==> config.mk <==
export PLATFORM = sky130hd
export DESIGN_NAME = score_hex_display
export DESIGN_NICKNAME = d
export VERILOG_FILES = /design/src/rtl/score_hex_display.sv
export SDC_FILE = /design/constraint.sdc
export NUM_CORES = 1
export LEC_CHECK = 0
export ABC_AREA = 1
export BUFFER_PORTS_ARGS = -buffer_cell sky130_fd_sc_hd__buf_2
export CORE_MARGIN = 1
export CORE_UTILIZATION = 60
export CTS_CLUSTER_DIAMETER = 80
export DETAILED_ROUTE_END_ITERATION = 8
export PLACE_DENSITY_LB_ADDON = 0.2
export SYNTH_ARGS = -nofsm -noshare
export SYNTH_HDL_FRONTEND = slang
export SYNTH_SLANG_ARGS = --single-unit
==> constraint.sdc <==
create_clock -name Clock -period 3.8 [get_ports Clock]
set_input_delay 0.57 -clock Clock [delete_from_list [all_inputs] [get_ports Clock]]
set_output_delay 0.57 -clock Clock [all_outputs]
set_load 0.02 [all_outputs]
==> src/rtl/score_hex_display.sv <==
// Score display back-end: serial binary-to-BCD conversion of four 5-bit values
// onto eight active-low 7-segment digits, plus a blinking copy of the result LEDs.
//
// state | meaning
// ------+---------------------------------------------------------------
// LOAD  | snapshot the selected channel value into rem, clear tens
// SUB   | subtract ten per cycle while rem >= 10, counting tens
// DONE  | write the channel's tens/units pair together, advance channel
module score_hex_display #(
    parameter int unsigned BLINK_DIV = 25000000,
    parameter bit          BLANK_LZ  = 1'b1
) (
    input  logic       Clock,
    input  logic       reset_n,
    input  logic [4:0] val1,
    input  logic [4:0] val2,
    input  logic [4:0] val3,
    input  logic [4:0] val4,
    input  logic [4:0] led_in,
    output logic [6:0] HEX0,
    output logic [6:0] HEX1,
    output logic [6:0] HEX2,
    output logic [6:0] HEX3,
    output logic [6:0] HEX4,
    output logic [6:0] HEX5,
    output logic [6:0] HEX6,
    output logic [6:0] HEX7,
    output logic [4:0] LEDR
);

    typedef enum logic [1:0] {
        ST_LOAD,
        ST_SUB,
        ST_DONE
    } state_t;

    localparam logic [6:0]  SEG_BLANK = 7'b1111111;
    localparam logic [25:0] DIV_LAST  = 26'(BLINK_DIV - 1);

    state_t     state, state_nxt;
    logic [1:0] ch, ch_nxt;
    logic [4:0] rem, rem_nxt;
    logic [1:0] tens, tens_nxt;
    logic [4:0] val_sel;
    logic       wr_en;
    logic [6:0] seg_tens;
    logic [6:0] seg_units;

    logic [25:0] blink_cnt;
    logic        blink_on;

    function automatic logic [6:0] seg7(input logic [3:0] d);
        logic [6:0] s;
        case (d)
            4'd0:    s = 7'b1000000;
            4'd1:    s = 7'b1111001;
            4'd2:    s = 7'b0100100;
            4'd3:    s = 7'b0110000;
            4'd4:    s = 7'b0011001;
            4'd5:    s = 7'b0010010;
            4'd6:    s = 7'b0000010;
            4'd7:    s = 7'b1111000;
            4'd8:    s = 7'b0000000;
            4'd9:    s = 7'b0010000;
            default: s = SEG_BLANK;
        endcase
        return s;
    endfunction

    always_comb begin
        case (ch)
            2'd0:    val_sel = val1;
            2'd1:    val_sel = val2;
            2'd2:    val_sel = val3;
            default: val_sel = val4;
        endcase
    end

    always_ff @(posedge Clock or negedge reset_n) begin
        if (!reset_n) begin
            state <= ST_LOAD;
            ch    <= 2'd0;
            rem   <= 5'd0;
            tens  <= 2'd0;
        end else begin
            state <= state_nxt;
            ch    <= ch_nxt;
            rem   <= rem_nxt;
            tens  <= tens_nxt;
        end
    end

    always_comb begin
        state_nxt = state;
        ch_nxt    = ch;
        rem_nxt   = rem;
        tens_nxt  = tens;
        wr_en     = 1'b0;
        case (state)
            ST_LOAD: begin
                rem_nxt   = val_sel;
                tens_nxt  = 2'd0;
                state_nxt = ST_SUB;
            end
            ST_SUB: begin
                if (rem >= 5'd10) begin
                    rem_nxt  = rem - 5'd10;
                    tens_nxt = tens + 2'd1;
                end else begin
                    state_nxt = ST_DONE;
                end
            end
            ST_DONE: begin
                wr_en     = 1'b1;
                ch_nxt    = ch + 2'd1;
                state_nxt = ST_LOAD;
            end
            default: state_nxt = ST_LOAD;
        endcase
    end

    // In DONE rem is already below ten, so the low nibble is the units digit.
    assign seg_units = seg7(rem[3:0]);
    assign seg_tens  = (BLANK_LZ && (tens == 2'd0)) ? SEG_BLANK : seg7({2'b00, tens});

    always_ff @(posedge Clock or negedge reset_n) begin
        if (!reset_n) begin
            HEX0 <= SEG_BLANK;
            HEX1 <= SEG_BLANK;
            HEX2 <= SEG_BLANK;
            HEX3 <= SEG_BLANK;
            HEX4 <= SEG_BLANK;
            HEX5 <= SEG_BLANK;
            HEX6 <= SEG_BLANK;
            HEX7 <= SEG_BLANK;
        end else if (wr_en) begin
            case (ch)
                2'd0: begin
                    HEX7 <= seg_tens;
                    HEX6 <= seg_units;
                end
                2'd1: begin
                    HEX5 <= seg_tens;
                    HEX4 <= seg_units;
                end
                2'd2: begin
                    HEX3 <= seg_tens;
                    HEX2 <= seg_units;
                end
                default: begin
                    HEX1 <= seg_tens;
                    HEX0 <= seg_units;
                end
            endcase
        end
    end

    // A zero result vector parks the blinker so the next non-zero value starts on.
    always_ff @(posedge Clock or negedge reset_n) begin
        if (!reset_n) begin
            blink_cnt <= 26'd0;
            blink_on  <= 1'b1;
            LEDR      <= 5'd0;
        end else if (led_in == 5'd0) begin
            blink_cnt <= 26'd0;
            blink_on  <= 1'b1;
            LEDR      <= 5'd0;
        end else begin
            LEDR <= blink_on ? led_in : 5'd0;
            if (blink_cnt == DIV_LAST) begin
                blink_cnt <= 26'd0;
                blink_on  <= ~blink_on;
            end else begin
                blink_cnt <= blink_cnt + 26'd1;
            end
        end
    end

endmodule
==> results_dict.tcl <==
set metrics [dict create \
    placementRows 31 \
    core-area_mm2 0.00733 \
    async_reset_ff_frac 1.00 \
    clkSlewWorstSetupHoldPaths_ps 90 \
    switching_share 0.441 \
    gp_congestion 0.839 \
    port_buffers 83 \
    pwr-share-seq 0.412 \
    synth_xor_area_frac 0.0325 \
    setup_viol 0 \
    dp_hpwl_mm 6.85 \
    yosys.area.top_type "dfstp_2" \
    worst-setup-path-type "flip-flop to flip-flop" \
    fin_area_mm2 0.00519 \
    start_util 0.625 \
    period_needed_ps 1750 \
    placed_cell_area_mm2 0.00500 \
    hold_buffers 0 \
    total_power_mw 3.98 \
    seq_area_mm2 0.00223 \
    ys_warn_count 0 \
    critPathRequiredTime_ps 4040 \
    leakagePower_nw 2.71 \
    drtPass1Iterations 5 \
    rsz0062_at_grt "no" \
    wl_per_cell_um 12.2 \
    die_width_um 89.4 \
    wl_mm 9.22 \
    finalNonFillerCells 753 \
    tns_ps 0 \
    post-place-ws_ps 2080 \
    cp_max_fo 10 \
    p_int_mw 2.23 \
    synth_compound_area_frac 0.0472 \
    drt-initial-drc-count 211 \
    synthCells 568 \
    maxSlewViolCount 0 \
    cts-htree-levels 3 \
    multi_input_area_mm2 0.00200 \
    drc_errors 0 \
    ios 88 \
    first_global_vias 3311 \
    synth_top_cells_by_count "nand2_1, nor2_1, inv_1, dfstp_2, dfrtp_1" \
    synth_cell_types 31 \
    antenna_found_initial 0 \
    insertion_delay_ps 360 \
    vias_per_cell 4.95 \
    area_growth_pct 13.3 \
    ys.flop_type "dfstp_2" \
    finClkSkew_ps 10.9 \
    yosys.area_share.adder 0.0464 \
    synthTopCellsByArea "dfstp_2, dfrtp_1, nand2_1" \
    grt-ovfl-total 0 \
    max_freq_mhz 572 \
    crit_path_end_kind "flip-flop" \
    ys_ff_latch 87 \
    tightest_slew_ps 951 \
    worst_setup_path_start_kind "flip-flop" \
    cts_made_buffers 9 \
    avgSynthCellArea_um2 8.07 \
    fin_nets 693 \
    fill_cells 595 \
    drtAntennaViolNets 0 \
    drive_above_1_share 0.272 \
    cts_resized 0 \
    grt_pass1_wl_mm 15.1 \
    vias 3725 \
    die_h_um 89.4 \
    cts_root_buf "clkbuf_8" \
    p_sw_mw 1.76 \
    fp.dieArea_mm2 0.00799 \
    slew-limit-headroom 0.366 \
    status "finished, final reports clean" \
    grt_max_degree 78 \
    cts_tree "built" \
    gr-usage-all-layers 0.247 \
    antenna_cells 0 \
    finalHoldViolCount 0 \
    pwr-share-clk 0.156 \
    min_period_over_period 0.460 \
    yosysSeqAreaShare 0.487 \
    synth_top_area_share 0.258 \
    setup_slack_ps 2050 \
    synthSimpleGateAreaFrac 0.307 \
    worst_ep_arrival_time_ps 1980 \
    min_path_type "primary input to asynchronous set/reset pin" \
    power_frac_comb 0.433 \
    cts.path.max_buffers 2 \
    clkSinkCount 87 \
    post-place-cells 737 \
    synth_edf_count 0 \
    ir_drop_v 0.000315 \
    post_cts_buffers 0 \
    cap_violations 0 \
    powerDensity_mw_per_mm2 768 \
    synth_top_family_by_area "simple AND/OR/NAND/NOR gates" \
    synth.cell_area_mm2 0.00458 \
    muxShareOfSynthArea 0 \
    synth_most_common_cell "nand2_1" \
]
placed cells by master (no fill, tap or decap), drive strengths merged, types with 7 or more instances in the layout:
master	Yosys	routed
nand2	223	223
buf	15	84
nor2	77	77
inv	58	61
dfstp	45	45
dfrtp	42	42
o21ai	33	33
nand3	22	22
ha	17	17
xor2	10	10
clkbuf	2	10
xnor2	7	7
worst max-delay path, cell delays in order, from the launching register on:
cell	delay [ps]
dfrtp_1	430
inv_1	170
ha_1	200
inv_1	40
nand2_1	160
nand2_1	70
o21ai_1	200
nand2_2	160
nand3_1	110
o21ai_0	80
sequential cells by signal, summed over array words and instances, names as in the netlist, 5 cells and up:
register / flops
HEX2: 7
LEDR: 5
blink_cnt: 26
rem: 5
HEX0: 7
HEX6: 7
HEX4: 7
final cells by class:
class | count | area share
clock inverter | 6 | 0.00964
clock buffer | 10 | 0.0265
tap | 99 | 0.0239
multi-input combinational | 409 | 0.386
inverter | 58 | 0.0419
sequential | 87 | 0.430
timing repair buffer | 84 | 0.0820
routing by layer:
layer  GRT usage  wire length [um]  vias up
li1            -                 -     1887
met1       0.350              4500     1725
met2       0.382              4140      105
met3      0.0609               514        8
met4      0.0649                68        0
met5           0                 0        -
metrics by stage:
stage,hold WS (ps),utilization
after floorplan,274,-
final,364,0.708
after detailed placement,454,0.682
after global placement,450,0.682
after global routing,399,0.708
after CTS,389,0.708
cell families after synthesis:
| group | count (synthesis) |
|---|---|
| simple gates | 329 |
| flops | 87 |
| buf+inv | 75 |
| compound gates | 42 |
| xor+xnor | 17 |
| fa+ha+maj | 17 |
| other cells | 1 |
power groups by stage:
stage                     combinational, mW  clock, mW  sequential, mW
after detailed placement               1.72          0            1.65
after CTS                              1.73      0.630            1.64
after global placement                 1.68          0            1.64
after floorplan                       0.996          0            1.90
final                                  1.72      0.621            1.64
after global routing                   1.96      0.674            1.69
path summary, 6_finish.rpt:
check / from / to / slack (ps) / cells after the start
setup / recovery: rem[1] / rem[1] / 2050 / 9
setup reg to reg: rem[1] / rem[1] / 2050 / 9
hold reg to reg: HEX2[2] / HEX2[2] / 470 / 2
min in group Clock: led_in[2] / LEDR[2] / 410 / 3
hold / removal: reset_n / ch[0] / 360 / 1
max in group asynchronous: reset_n / HEX1[2] / 2650 / 2
(Power assumes the default switching activity.)
